File: config.mk
export PLATFORM = sky130hd
export DESIGN_NAME = uart_population_reporter
export DESIGN_NICKNAME = d
export VERILOG_FILES = /design/src/rtl/uart_population_reporter.sv
export SDC_FILE = /design/constraint.sdc
export NUM_CORES = 1
export LEC_CHECK = 0
export CAP_MARGIN = 20
export CELL_PAD_IN_SITES_DETAIL_PLACEMENT = 2
export CELL_PAD_IN_SITES_GLOBAL_PLACEMENT = 2
export CORE_AREA = 2 2 589 591
export CTS_CLUSTER_SIZE = 28
export DETAILED_ROUTE_END_ITERATION = 10
export DIE_AREA = 0 0 591 593
export PLACE_DENSITY = 0.41
export SETUP_SLACK_MARGIN = 0.02
export SYNTH_ARGS = -nofsm -noshare
export SYNTH_HDL_FRONTEND = slang
export SYNTH_SLANG_ARGS = --single-unit
File: constraint.sdc
create_clock -name clk_i -period 2.9 [get_ports clk_i]
set_input_delay 0.58 -clock clk_i [delete_from_list [all_inputs] [get_ports clk_i]]
set_output_delay 0.58 -clock clk_i [all_outputs]
set_load 0.01 [all_outputs]
File: src/rtl/uart_population_reporter.sv
`default_nettype none
// ============================================================================
//  Module   : uart_population_reporter
//  Purpose  : On a start pulse, snapshots the top NUM_REPORT individuals of
//             the selected population. Each individual is sent as uppercase
//             ASCII hex (MS nibble first) followed by CR LF, over an
//             integrated 8N1 UART transmitter.
//  Ports    : clk_i            - system clock, rising edge
//             rst_ni           - asynchronous active-low reset
//             sel_population_i - population, individual 0 in the MS bits
//             start_i          - request a report (sampled only when idle)
//             abort_i          - stop after the character on the line
//             tx_o             - UART serial output, idle high
//             busy_o           - high from accepted start until done
//             done_o           - one-cycle pulse when the report ends
//  Revision : 1.0 - initial release
// ============================================================================
module uart_population_reporter #(
   parameter int GENE_BITS    = 150,
   parameter int POP_SIZE     = 10,
   parameter int NUM_REPORT   = 1,
   parameter int CLKS_PER_BIT = 868
) (
   input  logic                          clk_i,
   input  logic                          rst_ni,
   input  logic [GENE_BITS*POP_SIZE-1:0] sel_population_i,
   input  logic                          start_i,
   input  logic                          abort_i,
   output logic                          tx_o,
   output logic                          busy_o,
   output logic                          done_o
);

   localparam int C_HEX_CHARS     = (GENE_BITS + 3) / 4;
   localparam int C_PAD_BITS      = 4 * C_HEX_CHARS;
   localparam int C_CHARS_PER_IND = C_HEX_CHARS + 2;
   localparam int C_SNAP_BITS     = NUM_REPORT * GENE_BITS;
   localparam int C_CNT_W         = $clog2(CLKS_PER_BIT);
   localparam int C_CHAR_W        = $clog2(C_CHARS_PER_IND);
   localparam int C_IND_W         = (NUM_REPORT > 1) ? $clog2(NUM_REPORT) : 1;
   localparam logic [31:0] C_IND_STEP = 32'(GENE_BITS);

   if (CLKS_PER_BIT < 2 || NUM_REPORT < 1 || NUM_REPORT > POP_SIZE) begin : g_param_check
      $error("uart_population_reporter: CLKS_PER_BIT must be >= 2 and NUM_REPORT in 1..POP_SIZE");
   end

   typedef enum logic [2:0] {
      S_IDLE  = 3'd0,
      S_FETCH = 3'd1,
      S_START = 3'd2,
      S_DATA  = 3'd3,
      S_STOP  = 3'd4,
      S_DONE  = 3'd5
   } state_e;

   state_e                   state_q, state_d;
   logic [C_SNAP_BITS-1:0]   snap_q, snap_d;
   logic [C_CHAR_W-1:0]      char_q, char_d;
   logic [C_IND_W-1:0]       ind_q, ind_d;
   logic                     last_q, last_d;
   logic [7:0]               shift_q, shift_d;
   logic [C_CNT_W-1:0]       cnt_q, cnt_d;
   logic [2:0]               bit_idx_q, bit_idx_d;
   logic                     abort_pend_q, abort_pend_d;
   logic                     tx_q, tx_d;
   logic                     busy_q, busy_d;
   logic                     done_q, done_d;

   logic [C_SNAP_BITS-1:0]   w_snap_shift;
   logic [GENE_BITS-1:0]     w_ind;
   logic [C_PAD_BITS-1:0]    w_ind_pad;
   logic [C_PAD_BITS-1:0]    w_pad_shift;
   logic [3:0]               w_nibble;
   logic [7:0]               w_hex;
   logic [7:0]               w_byte;
   logic                     w_bit_end;
   logic                     w_char_last;
   logic                     w_ind_last;
   logic                     w_unused;

   // Current individual is brought to the top of the snapshot, then the
   // current nibble to the top of the zero-extended individual.
   assign w_snap_shift = snap_q << (C_IND_STEP * 32'(ind_q));
   assign w_ind        = w_snap_shift[C_SNAP_BITS-1 -: GENE_BITS];
   assign w_ind_pad    = C_PAD_BITS'(w_ind);
   assign w_pad_shift  = w_ind_pad << {32'(char_q), 2'b00};
   assign w_nibble     = w_pad_shift[C_PAD_BITS-1 -: 4];
   assign w_hex        = (w_nibble < 4'd10) ? (8'h30 + {4'h0, w_nibble})
                                            : (8'h37 + {4'h0, w_nibble});
   assign w_byte       = (char_q == C_CHAR_W'(C_HEX_CHARS))     ? 8'h0D :
                         (char_q == C_CHAR_W'(C_HEX_CHARS + 1)) ? 8'h0A : w_hex;

   assign w_bit_end   = (cnt_q == C_CNT_W'(CLKS_PER_BIT - 1));
   assign w_char_last = (char_q == C_CHAR_W'(C_CHARS_PER_IND - 1));
   assign w_ind_last  = (ind_q == C_IND_W'(NUM_REPORT - 1));

   // Bits outside the reported window are intentionally never read.
   assign w_unused = ^{sel_population_i, w_snap_shift, w_pad_shift};

   always_ff @(posedge clk_i or negedge rst_ni) begin
      if (!rst_ni) begin
         state_q      <= S_IDLE;
         snap_q       <= '0;
         char_q       <= '0;
         ind_q        <= '0;
         last_q       <= 1'b0;
         shift_q      <= '0;
         cnt_q        <= '0;
         bit_idx_q    <= '0;
         abort_pend_q <= 1'b0;
         tx_q         <= 1'b1;
         busy_q       <= 1'b0;
         done_q       <= 1'b0;
      end else begin
         state_q      <= state_d;
         snap_q       <= snap_d;
         char_q       <= char_d;
         ind_q        <= ind_d;
         last_q       <= last_d;
         shift_q      <= shift_d;
         cnt_q        <= cnt_d;
         bit_idx_q    <= bit_idx_d;
         abort_pend_q <= abort_pend_d;
         tx_q         <= tx_d;
         busy_q       <= busy_d;
         done_q       <= done_d;
      end
   end

   always_comb begin
      state_d      = state_q;
      snap_d       = snap_q;
      char_d       = char_q;
      ind_d        = ind_q;
      last_d       = last_q;
      shift_d      = shift_q;
      cnt_d        = cnt_q;
      bit_idx_d    = bit_idx_q;
      abort_pend_d = abort_pend_q;

      if (abort_i && state_q != S_IDLE && state_q != S_DONE) begin
         abort_pend_d = 1'b1;
      end

      case (state_q)
         S_IDLE: begin
            cnt_d = '0;
            if (start_i) begin
               snap_d       = sel_population_i[GENE_BITS*POP_SIZE-1 -: C_SNAP_BITS];
               char_d       = '0;
               ind_d        = '0;
               abort_pend_d = 1'b0;
               state_d      = S_FETCH;
            end
         end
         S_FETCH: begin
            shift_d = w_byte;
            last_d  = w_char_last && w_ind_last;
            cnt_d   = '0;
            if (w_char_last) begin
               char_d = '0;
               ind_d  = ind_q + C_IND_W'(1);
            end else begin
               char_d = char_q + C_CHAR_W'(1);
            end
            state_d = S_START;
         end
         S_START: begin
            if (w_bit_end) begin
               cnt_d     = '0;
               bit_idx_d = '0;
               state_d   = S_DATA;
            end else begin
               cnt_d = cnt_q + C_CNT_W'(1);
            end
         end
         S_DATA: begin
            if (w_bit_end) begin
               cnt_d   = '0;
               shift_d = {1'b0, shift_q[7:1]};
               if (bit_idx_q == 3'd7) begin
                  state_d = S_STOP;
               end else begin
                  bit_idx_d = bit_idx_q + 3'd1;
               end
            end else begin
               cnt_d = cnt_q + C_CNT_W'(1);
            end
         end
         S_STOP: begin
            if (w_bit_end) begin
               cnt_d   = '0;
               state_d = (last_q || abort_pend_q) ? S_DONE : S_FETCH;
            end else begin
               cnt_d = cnt_q + C_CNT_W'(1);
            end
         end
         S_DONE: begin
            abort_pend_d = 1'b0;
            state_d      = S_IDLE;
         end
         default: begin
            state_d = S_IDLE;
         end
      endcase

      // The line level is registered, so it trails the state by one cycle;
      // done and busy are timed to match the line rather than the state.
      case (state_q)
         S_START: tx_d = 1'b0;
         S_DATA:  tx_d = shift_q[0];
         default: tx_d = 1'b1;
      endcase
      done_d = (state_q == S_DONE);
      busy_d = (state_d != S_IDLE) || (state_q == S_DONE);
   end

   assign tx_o   = tx_q;
   assign busy_o = busy_q;
   assign done_o = done_q;

endmodule
`default_nettype wire

==> qor.csv, run 1 <==
stage,metric,value,unit
run,max-cap viol count,0,
sta,"Slew Viols, Final",0,
sta,FMAX,342.9,MHz
synth,Yosys cell types,54,
power,Clk pwr share,0.457,
status,run status,"complete, but fails checks",
synth,top-area cell type share of the netlist area,0.5233,
floorplanning,Die X,591,um
setup_path,Crit Path Category,reg2reg,
setup_path,startpoint type of the worst setup path,flop,
cells_and_area,area grow syn2layout,98.00,%
power,maximum vdd drop,0.0003973,V
min_path,WHS Path Cells,2,
floorplanning,initial core utilization,0.02553,
power,Logic pwr share,0.083,
synth,"Primary FF master, synth",dfrtp_1,
clocking,clock latency on the worst-skew pair,0.53,ns
detailed_routing,"antenna viol nets, final",0,
placement,gp weighted congestion,0.6529,
synth,Post-synth ARST share,1.000,
power,share of power burned in registers,0.460,
synth,post-synthesis net count,2147,
cells_and_area,layout cell share with drive strength beyond 1,0.3714,
clocking,CTS Buf Count,17,
placement,number of port buffers,156,
detailed_routing,DRC,0,
clocking,register clock-pin slew on the reported worst setup and hold paths,0.10,ns
power,P_leak,0.005158,uW
power,NetSw,1688,uW
synth,Yosys warning count,0,
min_path,worst hold path class,reg2reg,
sta,worst hold slack,0.5000,ns
sta,RSZ-0062 raised after global routing,yes,
global_route,total track usage,0.02623,
sta,final setup vio count,1,
synth,"area leader, netlist",dfrtp_1,
setup_path,Worst setup EP type,flop,
synth,sequential-to-total area share from yosys stat,0.5263,
clocking,CTS tree,built,
sta,period utilization,1.006,
detailed_routing,Post-Route WL,44.25,mm
cells_and_area,nets,2356,
synth,ranking of synthesized cells by area,"dfrtp_1 52%, mux2_2 20%, mux4_2 7.9%",
synth,top-count cell post-synth,dfrtp_1,
sta,Tmin final,2.916,ns
setup_path,WP data arrival,3.34,ns
sta,number of hold violations in the final report,0,
detailed_routing,1st-pass router iterations,4,
synth,cells after synthesis,637,
power,pwr dens,341.8,nW/um2
floorplanning,die area,350500,um2
placement,Post-DP HPWL,35.47,mm
floorplanning,row count,216,
global_route,vias in the first global route,7111,
synth,Mapped Area,8798,um2
floorplanning,Core ar.,344600,um2
global_route,first-pass GRT wire length,60.60,mm
power,Sw Share,0.2835,
detailed_routing,Via Count,6305,
setup_path,reg2reg path depth,11,
synth,post-synthesis area per instance,13.81,um2
synth,register bit total from synthesis,185,
synth,Post-synth top cells,"184 x dfrtp_1, 155 x mux2_2, 31 x mux4_2",
clocking,H-tree levels,4,
detailed_routing,First DRT Iteration DRCs,153,
clocking,CTS Root Cell,clkbuf_16,
sta,Slew headroom,0.4970,
status,failing checks,setup timing,
setup_path,CP Max Fanout,6,
sta,setup ws final,-0.01638,ns
floorplanning,die height,593,um
global_route,largest net degree at the start of global routing,60,
setup_path,WP data required,3.32,ns
synth,Post-synth EDFFs,0,
sta,Max Clock Skew,0.01998,ns
clocking,Clock Sinks,185,
detailed_routing,vias per cell,1.159,
detailed_routing,WL/cell,8.132,um
power,Int Pwr,4266,uW
power,Final Power,5955,uW
sta,worst slew pin tran,0.7545,ns
global_route,initial antenna violation count,34,
floorplanning,top-level port count,1507,
clocking,worst-case clock buffer depth,2,
global_route,gr ovfl total,0,
-- per-layer routing --
metal / GRT usage / share of wire
met4: 0.009746 / 0.024
met3: 0.01690 / 0.10
met2: 0.04204 / 0.49
met5: 0 / 0.0031
met1: 0.02748 / 0.38
-- power by group through the flow --
stage	Clock (uW)	Sequential [uW]	Combinational [uW]
2_1_floorplan	0	2770	139
3_3_place_gp	0	2790	506
3_5_place_dp	0	2790	511
4_1_cts	2950	2740	518
5_1_grt	3000	2760	543
6_report	2720	2740	492
-- cell type report --
class	instances	area (um2)
fillers	40650	327200
flip-flops and latches	185	4637
clock buffers	17	425.4
diodes	4	10.01
inverters	5	22.52
clock inverters	15	217.7
repair buffers	231	2367
multi-input cells	406	4013
well taps	4578	5728
-- state kept, by name (all words and copies together) (netlist names), 3 cells and up --
name and cells:
char_q 6, state_q 3, shift_q 7, bit_idx_q 3
snap_q 150, cnt_q 10
-- logic make-up after synthesis --
family	share of synthesized area
AOI/OAI and AO/OA	0.06471
and+or+nand+nor	0.06015
muxes	0.3067
DFF	0.5263
buffers and inverters	0.02659
adders and majority gates	0.008532
xor gates and xnor gates	0.006968
-- worst max-delay path, stage by stage, from the launching register on --
cell and delay, ns:
dfrtp_4 0.47, buf_12 0.15, buf_6 0.16, mux4_2 0.57, mux2i_4 0.19, buf_4 0.18, a211oi_1 0.09, a311oi_2 0.27
ha_2 0.26, a21o_1 0.13, a21oi_2 0.05, o31a_1 0.27
-- final timing paths --
path	start	to	slack [ns]
setup / recovery	char_q[0]	shift_q[2]	-0.02
hold / removal	shift_q[5]	shift_q[5]	0.50
setup reg to reg	char_q[0]	shift_q[2]	-0.02
hold reg to reg	shift_q[5]	shift_q[5]	0.50
max in group asynchronous	rst_ni	snap_q[104]	1.47
min in group asynchronous	rst_ni	done_o	0.58
-- metrics by stage --
stage / utilization / setup slack (ns) / cell area, um2 / cells / setup TNS (ns)
finish: 0.05056 / -0.01638 / 17420 / 5441 / -0.01638
floorplan: - / 0.1898 / 8798 / 637 / 0
global route: 0.05053 / -0.1512 / 17410 / 5437 / -0.4202
global placement: 0.04803 / -0.1363 / 16550 / 5393 / -0.6132
CTS: 0.05032 / -0.02466 / 17340 / 5435 / -0.04902
detailed placement: 0.04803 / -0.1134 / 16550 / 5393 / -0.5692
-- cell usage in the layout (no fill, tap or decap), types with 3 or more instances in the layout --
| cell type | count |
|---|---|
| dfrtp_1 | 181 |
| nand2b_1 | 4 |
| o211ai_1 | 4 |
| mux2_2 | 155 |
| a211oi_1 | 3 |
| buf_6 | 6 |
| buf_12 | 15 |
| nand4_1 | 6 |
| nor2_1 | 28 |
| clkbuf_16 | 17 |
| buf_4 | 52 |
| a22o_1 | 6 |
| a31oi_1 | 4 |
| nand2_1 | 27 |
| diode_2 | 4 |
| ha_1 | 5 |
| mux2i_1 | 12 |
| nand3b_1 | 3 |
| xor2_1 | 5 |
| and3_1 | 4 |
| inv_1 | 3 |
| nor2b_1 | 4 |
| a21o_1 | 4 |
| nand3_1 | 8 |
| mux4_2 | 33 |
| a21oi_1 | 10 |
| clkinv_8 | 6 |
| o31ai_1 | 4 |
| a22oi_1 | 4 |
| o21ai_0 | 17 |
| nor3_1 | 8 |
| o22ai_1 | 3 |
| clkdlybuf4s50_1 | 155 |
-- timing repair --
| action | CTS | global route |
|---|---|---|
| hold buffers | 1 | 0 |
| gates cloned | 1 | 0 |
| pin swaps | 6 | 11 |
| hold endpoints to repair | 11 | 0 |
| endpoints found under the setup margin | 7 | 7 |
| gates resized for setup | 14 | 13 |
| buffers inserted | 8 | 5 |
No activity file was read; power rests on OpenSTA's default activity.
==> run 2, diff against run 1 <==
--- a/config.mk
+++ b/config.mk
@@ -8,10 +8,10 @@
 export CAP_MARGIN = 20
 export CELL_PAD_IN_SITES_DETAIL_PLACEMENT = 2
 export CELL_PAD_IN_SITES_GLOBAL_PLACEMENT = 2
-export CORE_AREA = 2 2 589 591
+export CORE_AREA = 4 4 591 593
 export CTS_CLUSTER_SIZE = 28
 export DETAILED_ROUTE_END_ITERATION = 10
-export DIE_AREA = 0 0 591 593
+export DIE_AREA = 0 0 595 597
 export PLACE_DENSITY = 0.41
 export SETUP_SLACK_MARGIN = 0.02
 export SYNTH_ARGS = -nofsm -noshare
==> run 2 against run 1 <==
Against the previous run:
- largest cell class unchanged
- clock skew is essentially flat
- the run now ends clean
- via count shrank 0.73%
- final cell count is essentially flat
- sequential power is essentially flat
- critical endpoint unchanged
- largest power group unchanged
- sequential share of layout area grew 0.075 points
- sequential cell count is the same
- register-to-register slack gained 0.03 ns
- clock power shrank 3%
- non-clock buffer count shrank 14
- hold slack lost 0.47 ns
==> qor.csv, run 2 (synthesis results as in run 1) <==
stage,metric,value,unit
global_route,vias in the first global route,7279,
sta,number of hold violations in the final report,0,
detailed_routing,First DRT Iteration DRCs,183,
sta,Max Clock Skew,0.01952,ns
sta,worst slew pin tran,0.9196,ns
clocking,cts hold-fix bufs,0,
power,Int Pwr,4181,uW
power,share of power burned in registers,0.467,
cells_and_area,nets,2342,
clocking,CTS tree,built,
cells_and_area,"commonest non-fill, non-tap cell in the layout",dfrtp_1,
setup_path,Crit Path Category,reg2reg,
global_route,first-pass GRT wire length,60.62,mm
sta,"Slew Viols, Final",0,
power,pwr dens,338.3,nW/um2
placement,Post-DP HPWL,35.22,mm
global_route,largest net degree at the start of global routing,57,
power,P_leak,0.005070,uW
cells_and_area,Regs by FF count,"snap_q x150, cnt_q x10, shift_q x7",
setup_path,WP data required,3.29,ns
global_route,initial antenna violation count,38,
sta,Setup Total Neg Slack,0,ns
setup_path,WP data arrival,3.28,ns
setup_path,CP Max Fanout,5,
setup_path,reg2reg path depth,8,
sta,Tmin final,2.888,ns
cells_and_area,max reg flops,150,
cells_and_area,layout cell share with drive strength beyond 1,0.3680,
clocking,H-tree levels,4,
setup_path,RR Endpoint,shift_q[2],
floorplanning,initial core utilization,0.02553,
detailed_routing,"antenna viol nets, final",0,
setup_path,r2r setup slk,0.01,ns
clocking,clock latency on the worst-skew pair,0.51,ns
floorplanning,die height,597,um
sta,final setup vio count,0,
power,Sw Share,0.2884,
status,run status,"complete, no violations",
floorplanning,row count,216,
clocking,register clock-pin slew on the reported worst setup and hold paths,0.10,ns
detailed_routing,vias per cell,1.151,
sta,Slew headroom,0.3822,
cells_and_area,"commonest cells after routing, fill and taps aside","182 x dfrtp_1, 155 x mux2_2, 155 x clkdlybuf4s50_1",
detailed_routing,DRC,0,
sta,RSZ-0062 raised after global routing,yes,
cells_and_area,largest reg by FF count,snap_q,
floorplanning,top-level port count,1507,
power,NetSw,1695,uW
power,maximum vdd drop,0.0004594,V
clocking,CTS Root Cell,clkbuf_16,
detailed_routing,Post-Route WL,44.05,mm
run,max-cap viol count,0,
placement,gp weighted congestion,0.6333,
min_path,worst hold path class,in2async,
power,Clk pwr share,0.450,
clocking,CTS Buf Count,17,
placement,number of port buffers,156,
detailed_routing,WL/cell,8.101,um
setup_path,Worst setup EP type,flop,
cells_and_area,area grow syn2layout,97.38,%
sta,period utilization,0.9960,
setup_path,worst r2r src,char_q[0],
floorplanning,Die X,595,um
global_route,gr ovfl total,0,
detailed_routing,Via Count,6259,
sta,FMAX,346.2,MHz
global_route,total track usage,0.02536,
power,Logic pwr share,0.083,
clocking,worst-case clock buffer depth,2,
sta,worst hold slack,0.02569,ns
detailed_routing,1st-pass router iterations,6,
floorplanning,Core ar.,344600,um2
floorplanning,die area,355200,um2
setup_path,startpoint type of the worst setup path,flop,
clocking,Clock Sinks,185,
[run 2: through the flow]
step / area [um2] / cells / total power (uW) / setup slack [ns] / util
after floorplan: 8798 / 637 / 2907 / 0.1898 / -
after global placement: 16480 / 5386 / 3295 / -0.09009 / 0.04784
after detailed placement: 16480 / 5386 / 3308 / -0.1002 / 0.04784
after CTS: 17200 / 5423 / 6128 / -0.03548 / 0.04990
after global routing: 17330 / 5423 / 6230 / -0.08038 / 0.05029
final: 17370 / 5438 / 5876 / 0.01169 / 0.05040
[run 2: worst max path at each step]
stage / depth (start not counted) / end / startpoint / slack [ns]
3_5_place_dp: 11 / shift_q[2] / char_q[0] / -0.10
5_1_grt: 8 / shift_q[2] / char_q[0] / -0.08
6_report: 8 / shift_q[2] / char_q[0] / 0.01
4_1_cts: 10 / shift_q[2] / char_q[0] / -0.04
3_3_place_gp: 10 / shift_q[2] / char_q[0] / -0.09
2_1_floorplan: 9 / shift_q[2] / char_q[1] / 0.19
[run 2: worst max-delay path, cell delays in order (launching register included)]
cell and delay (ns):
dfrtp_4 0.49, buf_12 0.15, mux4_2 0.53, mux4_2 0.64, a311oi_4 0.33, ha_4 0.20
a21o_1 0.12, a21oi_2 0.06, o31a_1 0.23
[run 2: what timing repair did]
item	in CTS	in global routing
buffers inserted	4	2
pin swaps	3	7
setup endpoints to repair	7	7
gates cloned	1	0
gates resized for setup	13	25
[run 2: power groups by stage]
stage / registers (uW) / clock network, uW / logic, uW
final: 2750 / 2640 / 489
after global routing: 2760 / 2930 / 542
after CTS: 2750 / 2870 / 513
after detailed placement: 2800 / 0 / 509
after global placement: 2790 / 0 / 502
after floorplan: 2770 / 0 / 139
[run 2: area by class of cell]
| type | instances | area (um2) |
|---|---|---|
| fillers | 40670 | 327200 |
| inverters | 5 | 18.77 |
| flip-flops and latches | 185 | 4636 |
| diodes | 15 | 37.54 |
| clock inverters | 15 | 188.9 |
| multi-input cells | 406 | 4061 |
| repair buffers | 217 | 2271 |
| clock buffers | 17 | 425.4 |
| well taps | 4578 | 5728 |
[run 2: per-layer routing]
metal  track usage  up-vias  routed length (um)
li1              -     2787                   -
met1       0.02797     3267               17720
met2       0.04309      139               22290
met3       0.01273       54                3337
met4      0.006434       12                 622
met5             0        -                  81
==> run 3, diff against run 2 <==
--- a/config.mk
+++ b/config.mk
@@ -14,6 +14,7 @@
 export DIE_AREA = 0 0 595 597
 export PLACE_DENSITY = 0.41
 export SETUP_SLACK_MARGIN = 0.02
+export SLEW_MARGIN = 25
 export SYNTH_ARGS = -nofsm -noshare
 export SYNTH_HDL_FRONTEND = slang
 export SYNTH_SLANG_ARGS = --single-unit
==> results of run 3 <==
Final layout, timing and power as in run 2 (identical DEF).
==> edit 1 (flow settings as in run 1) <==
Reset style: synchronous (`rst_ni`), changed in one clocked block. Comments in the files are not updated.
--- a/src/rtl/uart_population_reporter.sv
+++ b/src/rtl/uart_population_reporter.sv
@@ -97,7 +97,7 @@
    // Bits outside the reported window are intentionally never read.
    assign w_unused = ^{sel_population_i, w_snap_shift, w_pad_shift};
 
-   always_ff @(posedge clk_i or negedge rst_ni) begin
+   always_ff @(posedge clk_i) begin
       if (!rst_ni) begin
          state_q      <= S_IDLE;
          snap_q       <= '0;
Function: differs if rst_ni is asserted again (counterexample within 4 cycles, from zero or initial values and one cycle with rst_ni low); with rst_ni held inactive, the same outputs for 10 cycles.
==> edit 1 against run 1 <==
  * Worst setup slack better by 0.15 ns
  * Fmax is 5.5% higher
  * Global-route usage is 0.88 points higher
  * Final area is 3.5% lower
  * Synthesized area is 2.8% lower
  * Routed wire length is 39% higher
  * Sequential cell count stayed put
  * Cell count is 5.7% higher
  * Synthesized cell count is 56% higher
Power is not compared: it rests on default switching activity, and its combinational part moved more than twofold at a synthesized area within 25%.
==> edit 1: results (changes against run 1) <==
Run status
  • Status: complete, no violations

Place
  • Post-DP Area: 16,160 µm² (-2.4%)
  • DP Cell Count: 5,710 (+5.9%)
  • I/O Buffers: 156 (unchanged)
  • DP HPWL: 52.32 mm (+47%)
  • Dpl ws: -0.08493 ns (+0.02852 ns)
  • Gpl congestion: 0.6822 (+4.5%)

Synth
  • Synthesis Warnings: 0 (unchanged)
  • Top FF cell, synth: dfxtp_1
  • Area contributors post-synth: dfxtp_1 (43%), nand2_1 (15%), a21boi_0 (13%)
  • Count of different cell masters after synthesis: 50 (-7.4%)
  • Share of synthesized flip-flops with an asynchronous set or reset: 0% (-100 points)
  • Mapped Nets: 2,503 (+17%)
  • Sequential element share of the synthesized area: 43.29% (-9.3 points)
  • Synthesized area per cell: 8.616 µm² (-38%)
  • Most common library cells after synthesis: nand2_1 (332), dfxtp_1 (185), a21boi_0 (153)

Critical path
  • R2R setup slack: 0.14 ns (+0.15 ns)
  • Max FO, Critical Path: 4 (-2)
  • Max incr delay on CP: 0.48 ns (-0.09 ns)
  • RR Endpoint: shift_q[2]
  • Critical path type: reg -> reg
  • CP max stage cell: mux4_2
  • Crit path max-delay family: compound AO/OA/AOI/OAI gates
  • Worst reg2reg path startpoint: char_q[0]
  • Arrival @ worst endpoint: 3.18 ns (-0.16 ns)

Global routing
  • Vias in the first global route: 8,429 (+19%)
  • Gr usage total: 3.503% (+0.88 points)
  • Maximum number of pins on one net before global-route repair: 67 (+12%)
  • First-pass GRT wire length: 80.51 mm (+33%)
  • Initial antenna violation count: 106 (+210%)

Power and ir drop
  • VDD IR max: 0.4498 mV
  • Pwr dens: 372.1 nW/µm²
  • Leakage: 4.164 nW

Clock network
  • Clock transition at path regs: 0.08 ns (-0.02 ns)
  • Clock insertion delay at the later pin of the skew report: 0.48 ns (-0.05 ns)
  • CTS Buf Count: 17 (unchanged)
  • H-tree depth: 4 (unchanged)
  • CTS Root Cell: clkbuf_16
  • Clk buf depth: 2 (unchanged)

Cells and area
  • Share of cells above drive strength 1: 12.26% (-25 points)
  • Reg with most FFs: snap_q
  • Final Net Count: 2,663 (+13%)
  • Top flop regs: snap_q: 150 flops, cnt_q: 10 flops, shift_q: 7 flops
  • Final non-filler cell total: 5,751 (+5.7%)
  • Filler instances: 40,970 (+0.77%)
  • Max reg flops: 150 (unchanged)

Min path
  • Hold Path Cell Cnt: 2 (unchanged)
  • Worst Hold End: snap_q[81]
  • HP Start: snap_q[81]
  • HP Class: reg -> reg

Routing
  • Via Count: 8,221 (+30%)
  • Post-Route WL: 61.38 mm (+39%)
  • DR pass1 iterations: 4 (unchanged)
  • Starting DRT DRC Count: 359 (+130%)

STA
  • Period utilization: 95.34% (-5.2 points)
  • Worst-margin pin slew: 0.6028 ns (-0.1517 ns)
  • Final setup skew: 0.01448 ns (-0.005503 ns)
  • Min Hold Slack: 0.4687 ns (-0.03135 ns)
edit 1: changes by cell type after synthesis, sizes merged, moves of 38 or more:
cell | before | now
dfrtp | 184 | 0
mux2 | 155 | 7
clkbuf | 23 | 61
nand2 | 27 | 332
a21boi | 0 | 154
dfxtp | 0 | 185
edit 1: kinds of logic after synthesis:
group	count (synthesis)	share of synthesized area, %
AO/OA/AOI/OAI	235	19.44
XOR/XNOR	1	0.1024
adder cells (fa/ha/maj)	6	0.8774
buffers and inverters	79	3.817
flip-flops	185	43.29
multiplexers	48	10.54
AND/OR/NAND/NOR	439	21.94
edit 1: layer usage:
layer	global-route usage (%)	part of all wire (%)	vias up
met3	1.798	11	172
met4	0.3639	1.6	46
li1	-	-	3742
met1	4.187	41	3966
met5	0	0.48	-
met2	5.736	46	295
edit 1: power by group:
part | switching, mW | internal (mW) | leakage [nW]
Clock | 1.27 | 1.16 | 0.282
Sequential | 0.108 | 2.69 | 1.52
Combinational | 0.523 | 0.492 | 2.37
edit 1: area by class of cell:
class	count	area share, %
multi-input cells	729	27.03
clock buffers	18	2.614
clock inverters	14	0.7893
well taps	4578	34.09
inverters	6	0.1340
repair buffers	214	13.16
diodes	7	0.1043
flip-flops and latches	185	22.08
edit 1: worst max path at each step:
stage	to
2_1_floorplan	shift_q[2]
3_3_place_gp	shift_q[2]
3_5_place_dp	shift_q[2]
4_1_cts	shift_q[2]
5_1_grt	shift_q[2]
6_report	shift_q[2]
edit 1: worst min-delay path: stages (launching register included):
cell      delay [ns]
dfxtp_1         0.32
nand2_1         0.05
a21boi_0        0.06
edit 1: what timing repair did:
item                                    CTS  global route
buffers inserted                          0             2
endpoints found under the setup margin    4             4
pin swaps                                 0             1
resized for setup                         1             3
==> edit 2 (config.mk and constraints of run 1) <==
Without the edit above. Change the parameter `CLKS_PER_BIT` from 868 to 434.
--- a/src/rtl/uart_population_reporter.sv
+++ b/src/rtl/uart_population_reporter.sv
@@ -19,7 +19,7 @@
    parameter int GENE_BITS    = 150,
    parameter int POP_SIZE     = 10,
    parameter int NUM_REPORT   = 1,
-   parameter int CLKS_PER_BIT = 868
+   parameter int CLKS_PER_BIT = 434
 ) (
    input  logic                          clk_i,
    input  logic                          rst_ni,
Formal check against the unedited RTL: same outputs for any inputs over 10 cycles, from zero or initial values and one cycle with rst_ni low; that may be too few to reach the edited logic, so the function may still have changed.
==> edit 2 against run 1 <==
  * Largest power group is now the clock network
  * Critical endpoint unchanged
  * Synthesized area is 0.50% lower
  * Final area increased by 0.34%
  * Total power down 7.3%
  * Routed wire length increased by 2.6%
  * Core utilization hardly changed
  * Worst setup slack gained 0.085 ns
  * Highest routed layer unchanged
  * First-iteration DRC count grew 11%
  * Sequential cell count is 1 lower
==> edit 2: results (changes against run 1) <==
Critical path
  • Max FO, Critical Path: 10 (+4)
  • CP max stage cell: dfrtp_2
  • Worst r2r path cells: 10 (-1)
  • Max incr delay on CP: 0.43 ns (-0.14 ns)
  • Arrival @ worst endpoint: 3.26 ns (-0.08 ns)
  • Crit path max-delay family: compound AO/OA/AOI/OAI gates

Global routing
  • Vias in the first global route: 7,293 (+2.6%)
  • Gr usage total: 2.652% (+0.029 points)
  • GR Util met1: 2.972% (+0.22 points)
  • First-pass GRT wire length: 62.08 mm (+2.4%)
  • Routing usage on met2: 4.603% (+0.40 points)
  • Initial antenna violation count: 38 (+12%)
  • Maximum number of pins on one net before global-route repair: 78 (+30%)
  • GR Layer Usage met3: 1.021% (-0.67 points)
  • Global route hottest layer: met2

Synth
  • Mapped Nets: 2,162 (+0.70%)
  • Sequential element share of the synthesized area: 52.61% (about the same)
  • Count of different cell masters after synthesis: 62 (+15%)
  • Area contributors post-synth: dfrtp_1 (52%), mux2_2 (21%), mux4_2 (3.6%)
  • Share of synthesized flip-flops with an asynchronous set or reset: 100.0% (unchanged)
  • Most common library cells after synthesis: dfrtp_1 (183), mux2_2 (160), nand2_1 (37)
  • Synthesis Warnings: 0 (unchanged)

Place
  • Dpl ws: -0.3867 ns (-0.2733 ns)
  • I/O Buffers: 156 (unchanged)
  • Gpl congestion: 0.6625 (+1.5%)
  • DP HPWL: 36.46 mm (+2.8%)
  • Post-DP Area: 16,460 µm² (-0.52%)

Cells and area
  • Top flop regs: snap_q: 150 flops, cnt_q: 9 flops, shift_q: 7 flops
  • Filler instances: 40,680 (+0.071%)
  • Multi-input gate area: 4096 µm² (+2.1%)
  • Share of cells above drive strength 1: 36.86% (-0.28 points)
  • Final Net Count: 2,377 (+0.89%)

Clock network
  • CTS Root Cell: clkbuf_16
  • Clock insertion delay at the later pin of the skew report: 0.52 ns
  • Clock transition at path regs: 0.09 ns
  • H-tree depth: 4 (unchanged)
  • Clk buf depth: 2 (unchanged)
  • CTS Buf Count: 17 (unchanged)

Power and ir drop
  • VDD IR max: 0.3577 mV (-10%)
  • Leakage: 5.368 nW (+4.1%)

STA
  • Worst-margin pin slew: 0.9953 ns (+0.2408 ns)
  • Final setup skew: 0.02259 ns (+0.002606 ns)

Min path
  • Hold Path Cell Cnt: 2 (unchanged)
  • HP Class: reg -> reg

Routing
  • DR pass1 iterations: 4 (unchanged)
  • Via Count: 6,375 (+1.1%)
  • WL/cell: 8.310 µm (+2.2%)
  • Starting DRT DRC Count: 170 (+11%)

Run status
  • Status: complete, no violations
edit 2: changes by cell type after synthesis, moves of 6 or more:
cell	delta
o21ai_0	+11
clkbuf_1	-6
nand2_1	+10
o22ai_1	+6
mux2i_1	+11
mux4_2	-17
edit 2: per-layer routing:
layer  part of all wire [%]  vias to the layer above
met5                   0.32                        -
met4                    1.9                       26
met3                    6.3                       74
met2                     51                      151
met1                     40                     3290
li1                       -                     2834
edit 2: area by class of cell:
cell class | count | share of cell area [%]
Antenna cell | 6 | 0.08589
Clock buffer | 17 | 2.434
Clock inverter | 15 | 1.152
Inverter | 9 | 0.1933
Multi-Input combinational cell | 423 | 23.43
Sequential cell | 184 | 26.38
Tap cell | 4578 | 32.77
Timing Repair Buffer | 231 | 13.55
edit 2: kinds of logic after synthesis:
logic type	count (synthesis)	share of synthesized area, %
and+or+nand+nor	111	5.974
xor gates and xnor gates	6	0.6003
AOI/OAI and AO/OA	90	7.189
muxes	209	29.73
buffers and inverters	44	2.901
adders and majority gates	7	1.000
DFF	184	52.61
edit 2: repair_timing:
item | 4_1_cts | 5_1_grt
setup endpoints to repair | 7 | 6
hold buffers | 1 | 0
buffers inserted | 4 | 4
cloned | 1 | 0
endpoints found under the hold margin | 4 | 0
resized for setup | 54 | 10
pin swaps | 12 | 4
edit 2: path summary, 6_finish.rpt:
| kind | slack [ns] | endpoint | from |
|---|---|---|---|
| max | 0.07 | shift_q[2] | char_q[1] |
| min | 0.50 | shift_q[6] | shift_q[6] |
| max reg2reg | 0.07 | shift_q[2] | char_q[1] |
| min reg2reg | 0.50 | shift_q[6] | shift_q[6] |
| max in group asynchronous | 1.45 | snap_q[116] | rst_ni |
| min in group asynchronous | 0.54 | snap_q[52] | rst_ni |
edit 2: through the flow:
stage | cells | TNS [ns]
detailed placement | 5415 | -2.121
CTS | 5453 | -0.01158
global route | 5459 | -0.07621
global placement | 5415 | -2.035
finish | 5463 | 0
floorplan | 651 | 0
edit 2: where the power goes:
part	switching [mW]	internal [mW]	total [mW]
Sequential	0.0000000000000000664	2.56	2.56
Combinational	0.102	0.190	0.292
Clock	1.41	1.26	2.66
Total	1.51	4.01	5.52
edit 2: worst reg2reg max path, cell delays in order, from the launching register on:
cell      delay, ns
dfrtp_2        0.43
buf_4          0.21
or2_2          0.42
o221ai_1       0.36
o32ai_1        0.13
buf_4          0.16
o31a_2         0.32
ha_4           0.17
nor2b_4        0.12
mux2_4         0.31
o22ai_2        0.13
